**config.mk**
```make
export PLATFORM = sky130hd
export DESIGN_NAME = button_step_gen
export DESIGN_NICKNAME = d
export VERILOG_FILES = /design/src/rtl/button_step_gen.sv
export SDC_FILE = /design/constraint.sdc
export NUM_CORES = 1
export LEC_CHECK = 0
export BUFFER_PORTS_ARGS = -buffer_cell sky130_fd_sc_hd__buf_2
export CAP_MARGIN = 0
export CORE_AREA = 4 4 93 112
export CTS_CLUSTER_SIZE = 20
export DETAILED_ROUTE_END_ITERATION = 16
export DIE_AREA = 0 0 97 116
export SETUP_SLACK_MARGIN = 0.1
export SLEW_MARGIN = 20
export SYNTH_ARGS = -nofsm -noshare
export SYNTH_HDL_FRONTEND = slang
export SYNTH_SLANG_ARGS = --single-unit
```
**constraint.sdc**
```tcl
create_clock -name clk -period 3.3 [get_ports clk]
set_clock_uncertainty 0.15 [all_clocks]
set_input_delay 0.495 -clock clk [delete_from_list [all_inputs] [get_ports clk]]
set_output_delay 0.495 -clock clk [all_outputs]
set_load 0.02 [all_outputs]
```
**src/rtl/button_step_gen.sv**
```systemverilog
// button_step_gen: turns a raw, bouncing push-button into clean single-cycle
// step pulses for the 4-bit up counter, with optional auto-repeat while held.
//
// Ports:
//   clk        in   rising-edge clock
//   reset      in   asynchronous, active-high reset
//   btn_in     in   raw button, asynchronous to clk, may bounce
//   repeat_en  in   enables auto-repeat while the button is held
//   step       out  single-cycle advance pulse (registered)
//   btn_level  out  debounced button level (registered)
//   held       out  high while the press FSM is not IDLE (registered)
module button_step_gen #(
    parameter int DEBOUNCE_CYCLES = 16,
    parameter int REPEAT_DELAY    = 64,
    parameter int REPEAT_PERIOD   = 16,
    parameter int TMR_W           = 16
) (
    input  logic clk,
    input  logic reset,
    input  logic btn_in,
    input  logic repeat_en,
    output logic step,
    output logic btn_level,
    output logic held
);

    localparam logic [TMR_W-1:0] DEB_LAST = TMR_W'(DEBOUNCE_CYCLES - 1);
    localparam logic [TMR_W-1:0] DLY_LAST = TMR_W'(REPEAT_DELAY - 1);
    localparam logic [TMR_W-1:0] PER_LAST = TMR_W'(REPEAT_PERIOD - 1);

    typedef enum logic [1:0] {
        IDLE   = 2'd0,
        DELAY  = 2'd1,
        REPEAT = 2'd2
    } state_t;

    logic             r_s1;
    logic             r_s2;
    logic             r_btn_level;
    logic [TMR_W-1:0] r_deb_cnt;
    state_t           r_state;
    logic [TMR_W-1:0] r_tmr;
    logic             r_step;
    logic             r_held;

    logic w_chg;
    logic w_deb_done;
    logic w_rise;
    logic w_fall;

    // The debounced edge is known combinationally on the edge where the
    // level toggles, so the FSM reacts on that same edge.
    assign w_chg      = (r_s2 != r_btn_level);
    assign w_deb_done = w_chg && (r_deb_cnt == DEB_LAST);
    assign w_rise     = w_deb_done && !r_btn_level;
    assign w_fall     = w_deb_done && r_btn_level;

    // Two-flop synchroniser followed by the stability-window debouncer.
    always_ff @(posedge clk or posedge reset) begin
        if (reset) begin
            r_s1        <= 1'b0;
            r_s2        <= 1'b0;
            r_btn_level <= 1'b0;
            r_deb_cnt   <= '0;
        end else begin
            r_s1 <= btn_in;
            r_s2 <= r_s1;
            if (!w_chg) begin
                r_deb_cnt <= '0;
            end else if (w_deb_done) begin
                r_btn_level <= ~r_btn_level;
                r_deb_cnt   <= '0;
            end else begin
                r_deb_cnt <= r_deb_cnt + 1'b1;
            end
        end
    end

    // Press / auto-repeat FSM. A debounced fall overrides everything,
    // including a repeat step due on the same edge.
    always_ff @(posedge clk or posedge reset) begin
        if (reset) begin
            r_state <= IDLE;
            r_tmr   <= '0;
            r_step  <= 1'b0;
            r_held  <= 1'b0;
        end else begin
            r_step <= 1'b0;
            if (w_fall) begin
                r_state <= IDLE;
                r_tmr   <= '0;
                r_held  <= 1'b0;
            end else begin
                unique case (r_state)
                    IDLE: begin
                        if (w_rise) begin
                            r_step  <= 1'b1;
                            r_state <= DELAY;
                            r_tmr   <= '0;
                            r_held  <= 1'b1;
                        end
                    end
                    DELAY: begin
                        if (!repeat_en) begin
                            r_tmr <= '0;
                        end else if (r_tmr == DLY_LAST) begin
                            r_step  <= 1'b1;
                            r_state <= REPEAT;
                            r_tmr   <= '0;
                        end else begin
                            r_tmr <= r_tmr + 1'b1;
                        end
                    end
                    REPEAT: begin
                        // Disabling repeat re-arms the full initial delay.
                        if (!repeat_en) begin
                            r_state <= DELAY;
                            r_tmr   <= '0;
                        end else if (r_tmr == PER_LAST) begin
                            r_step <= 1'b1;
                            r_tmr  <= '0;
                        end else begin
                            r_tmr <= r_tmr + 1'b1;
                        end
                    end
                    default: begin
                        r_state <= IDLE;
                        r_tmr   <= '0;
                        r_held  <= 1'b0;
                    end
                endcase
            end
        end
    end

    assign step      = r_step;
    assign btn_level = r_btn_level;
    assign held      = r_held;

endmodule

```
Word-level counts from Yosys, hierarchy flattened
Index checks and enable logic that the tools add are counted.
{"block": "classes", "n_mul": 0, "addsub": 2, "n_mux": 25, "reduce_logical": 9, "shifts": 0, "bitwise": 1, "magnitude_cmp": 0, "n_eq_ne": 11, "n_div": 0}
{"operator": "2-to-1 mux 16 bit", "n": 8}
{"operator": "case mux 16 bit (3 select lines)", "n": 1}
{"operator": "adder 16 x 1 -> 16 bit (second input constant)", "n": 2}
{"operator": "equality test 16 x 4 -> 1 bit (second input constant)", "n": 2}
{"operator": "equality test 16 x 6 -> 1 bit (second input constant)", "n": 1}
{"operator": "inequality test 3 bit (second input constant)", "n": 4}
{"operator": "2-to-1 mux 2 bit", "n": 5}
{"operator": "2-to-1 mux 1 bit", "n": 8}
{"operator": "case mux 2 bit (3 select lines)", "n": 1}
{"operator": "AND reduction 2 bit", "n": 2}
{"operator": "AND reduction 4 bit", "n": 1}
{"operator": "logical AND 1 bit", "n": 3}
{"operator": "case mux 1 bit (3 select lines)", "n": 1}
{"operator": "equality test 2 x 1 -> 1 bit (second input constant)", "n": 1}
{"operator": "equality test 2 bit (second input constant)", "n": 1}
{"operator": "zero test 2 bit", "n": 1}
{"operator": "inequality test 2 x 1 -> 1 bit (second input constant)", "n": 1}
{"operator": "case mux 1 bit (2 select lines)", "n": 1}
{"operator": "OR reduction 2 bit", "n": 1}
{"operator": "zero test 1 bit", "n": 1}
{"operator": "inequality test 1 bit", "n": 1}
{"operator": "NOT 1 bit", "n": 1}
{"block": "word_totals", "latch_bits": 0, "memories": 0, "mem_bits_rw": 0, "elab_cells": 56, "out_inout_bits": 3, "romBits": 0, "input_bits": 4, "regBits": 39}

Depth between registers and ports, before layout
{"block": "depth", "word_depth": 6, "depth_mapped": 8}

Least setup slack after synthesis
Ideal clock, no wire load.
{"block": "synth_path", "path_type": "register to register", "startpoint": "reg r_deb_cnt[4]", "endpoint": "reg r_tmr[9]", "path_buffers": 1, "slack_ps": 976, "stages_incl_launch_ff": 7, "t_required_ps": 3021, "arrival_time_ps": 2044, "path_cell_list": "dfrtp_1 or4_4 nor4_4 a21boi_2 buf_6 a22oi_1 o31ai_1"}
{"block": "synth_between", "elab_chain_len": 4, "elab_cells_between_ends": 6, "cone_classes": "2 x eq/ne; 1 x mux; 3 x reduce/logical"}
{"element": "start: declaration", "line": "40", "source": "logic [TMR_W-1:0] r_deb_cnt;"}
{"element": "start signal: assignment", "line": "74", "source": "r_deb_cnt <= r_deb_cnt + 1'b1;"}
{"element": "equality test 16 x 4 -> 1 bit *", "line": "54", "source": "assign w_deb_done = w_chg && (r_deb_cnt == DEB_LAST);"}
{"element": "logical AND 1 bit *", "line": "54"}
{"element": "logical AND 1 bit (on tied branches)", "line": "55, 56"}
{"element": "inequality test 3 bit (no line) / 2-to-1 mux 16 bit (equally long branches)"}
{"element": "end signal: assignment", "line": "111", "source": "r_tmr <= r_tmr + 1'b1;"}
{"element": "end signal: assignment", "line": "123", "source": "r_tmr <= r_tmr + 1'b1;"}
{"element": "end: declaration", "line": "42", "source": "logic [TMR_W-1:0] r_tmr;"}
Mark *: on every way between the ends. The rest lies on a longest branch, timed or not.
A chain may end at the register's enable or synchronous reset.

Final worst setup path
{"block": "layout_path", "startpoint": "reg r_deb_cnt[8]", "endpoint": "reg r_tmr[15]"}
The elaborated chain is that of the path after synthesis.

==> results.ini <==
[synthesis]
yosys.cell_count.top_type = sky130_fd_sc_hd__dfrtp_1
number_of_distinct_standard_cells_referenced_by_the_synthesized_netlist = 51
yosysTopAreaCellShare_pct = 42.6
synthesis.area_per_instance_um2 = 9.60
synth.cells.most_frequent = sky130_fd_sc_hd__dfrtp_1, sky130_fd_sc_hd__nor2_1, sky130_fd_sc_hd__nand2_1, sky130_fd_sc_hd__nand3_1, sky130_fd_sc_hd__inv_1
synth.area.top_cells = sky130_fd_sc_hd__dfrtp_1, sky130_fd_sc_hd__ha_1, sky130_fd_sc_hd__nand3_1
postSynth.asyncResetShare_pct = 100
synth_edf_count = 0
sequential_fraction_of_the_synthesis_area_pct = 42.6
syn_inst = 239
synth-seq-cells = 39
number_of_nets_produced_by_synthesis = 250
synth_area_leader_cell = sky130_fd_sc_hd__dfrtp_1
netlist_area_um2 = 2290
yosysWarnings = 0
synth-main-ff-cell = sky130_fd_sc_hd__dfrtp_1

[critical_path]
r2r_cells = 5
worst_setup_path_start_kind = register
cp_data_arrival_time_ns = 2.61
setup.worst_path.class = reg2reg
crit_fanout = 19
reg2reg_setup_slack_ns = 0.71
regToRegStartpoint = r_deb_cnt[8]$_DFF_PP0_
worstSetupEndpointType = register
critical_path_required_ns = 3.31
worstReg2RegEnd = r_tmr[15]$_DFFE_PP0P_

[power]
worst_supply_voltage_drop_on_vdd_v = 0.000214
total_power_mw = 1.42
leakage_power_of_the_design_nw = 1.05
powerDensity_nw_per_um2 = 552

[detailed_routing]
finalWirelength_um = 4890
drt_first_pass_iters = 4
vias_per_cell = 4.93
detailroute.via_count = 1808
antenna_left = 0
drc_errors = 0
drt-wirelength-per-cell_um = 13.3
drt_iter0_markers = 120

[die]
io_pins = 7
row_count = 39
core-area_um2 = 9420
initial_core_utilization_pct = 24.4
die_width_um = 97
die_h_um = 116
dieArea_um2 = 11300

[timing]
finalMaxSlewViolations = 0
max_clock_freq_mhz = 386
rsz0062_at_grt = false
timing.max_slew.rel_slack_pct = 41.6
period_share_pct = 78.5
finalSetupViolations = 0
timing.hold.ws_ns = 0.175
fin_crit_ns = 2.59
timing_worst_slew_pin_value_ns = 0.872
post_route_setup_tns_ns = 0
hold_viol_final = 0

[min_path]
class_of_the_tightest_hold_or_removal_check = in2reg
hold_end = r_s1$_DFF_PP0_
hp-start = btn_in
hold_path_depth = 1

[clock_tree]
cts-htree-levels = 2
insertion_delay_ns = 0.28
cts-root-to-sink-buffers = 2
cts_sinks = 39
postCtsSetupRepairBufs = 0
cts-buffers-inserted = 5
post_cts.resized_instances = 0
hold_buffers = 0
cts_tree = done
clkTransAtPathRegs_ns = 0.06
clock_tree.root_cell = sky130_fd_sc_hd__clkbuf_16

[finish]
final_core_density_pct = 27.4
fin_cells = 367
net_count_reported_at_finish = 254
synthToLayoutAreaGrowth_pct = 12.3
post_route_cells_drive_above_1_share_pct = 11.9
insertedDiodeCount = 0

[placement]
post-dp-hpwl_um = 3520
portBuffers = 6
dpl.cell_count = 359
gp_congestion = 0.769

[global_routing]
first_global_vias = 1821
busiest_layer = met2
antenna_found_initial = 0
grtUsageTotal_pct = 9.47
grt_pass1_wl_um = 8730
grt_start_max_net_pins = 22
met3_usage_pct = 2.65
grt_use_met2_pct = 15.4
grt_remaining_overflow = 0
gr-usage-met1_pct = 11.7

[flow_run]
maxCapViolCount = 0

[outcome]
outcome = complete, no violations

[registers in the layout, summed over array words and instances (netlist names)]
name	count
btn_level	1
held	1
r_deb_cnt	16
r_s1	1
r_s2	1
r_state	2
r_tmr	16
step	1
[through the flow]
step           setup WS (ns)  cell area [um2]
2_1_floorplan          0.976             2290
3_3_place_gp           0.751             2430
3_5_place_dp           0.693             2430
4_1_cts                0.679             2580
5_1_grt                0.555             2580
6_report               0.708             2580
[worst max path at each step]
stage	start	end	slack, ns	cells past startpoint
floorplan	r_deb_cnt[4]$_DFF_PP0_	r_tmr[9]$_DFFE_PP0P_	0.98	6
global placement	r_deb_cnt[12]$_DFF_PP0_	r_tmr[15]$_DFFE_PP0P_	0.75	5
detailed placement	r_deb_cnt[4]$_DFF_PP0_	r_tmr[15]$_DFFE_PP0P_	0.69	5
CTS	r_deb_cnt[4]$_DFF_PP0_	r_tmr[15]$_DFFE_PP0P_	0.68	5
global route	r_deb_cnt[6]$_DFF_PP0_	r_tmr[15]$_DFFE_PP0P_	0.55	5
finish	r_deb_cnt[8]$_DFF_PP0_	r_tmr[15]$_DFFE_PP0P_	0.71	5
[metal layers]
layer	vias to the layer above	wire length (um)
met5	-	0
li1	891	-
met4	0	112
met1	864	2210
met3	11	184
met2	42	2380
[cells by family (layout without fill, tap and decap cells)]
| logic type | after synthesis | after routing | synth area share [%] |
|---|---|---|---|
| AO/OA/AOI/OAI | 47 | 47 | 15.5 |
| XOR/XNOR | 15 | 15 | 5.73 |
| adder cells (fa/ha/maj) | 7 | 7 | 3.82 |
| buffers and inverters | 23 | 28 | 4.47 |
| flip-flops | 39 | 39 | 42.6 |
| multiplexers | 4 | 4 | 1.75 |
| AND/OR/NAND/NOR | 104 | 104 | 26.2 |
[cell type report]
class	instances	area, um2
Multi-Input combinational cell	177	1210
Timing Repair Buffer	8	45.0
Tap cell	123	154
Clock inverter	2	12.5
Inverter	12	45.0
Sequential cell	39	976
Fill cell	991	6840
Clock buffer	6	129
[power breakdown]
part / total [mW] / switching, mW / internal [mW]
Sequential: 0.522 / 0.0224 / 0.500
Clock: 0.465 / 0.186 / 0.279
Combinational: 0.434 / 0.292 / 0.143
Total: 1.42 / 0.500 / 0.921
[worst max-delay path: stages, from the launching register on]
cell and delay, ns:
sky130_fd_sc_hd__dfrtp_1 0.41, sky130_fd_sc_hd__or4_4 0.54, sky130_fd_sc_hd__nor4_4 0.58, sky130_fd_sc_hd__a21boi_2 0.36
sky130_fd_sc_hd__a32o_1 0.29, sky130_fd_sc_hd__o21bai_1 0.14
[cells in the final DEF, fill, tap and decap left out, types with 7 or more instances in the layout]
cell type and count:
sky130_fd_sc_hd__dfrtp_1 39, sky130_fd_sc_hd__nor2_1 19, sky130_fd_sc_hd__nand2_1 18, sky130_fd_sc_hd__nand3_1 16, sky130_fd_sc_hd__inv_1 12, sky130_fd_sc_hd__nand4_1 9, sky130_fd_sc_hd__xnor2_1 9, sky130_fd_sc_hd__and3_1 8
sky130_fd_sc_hd__ha_1 7
Power figures use the tool's default switching activity.
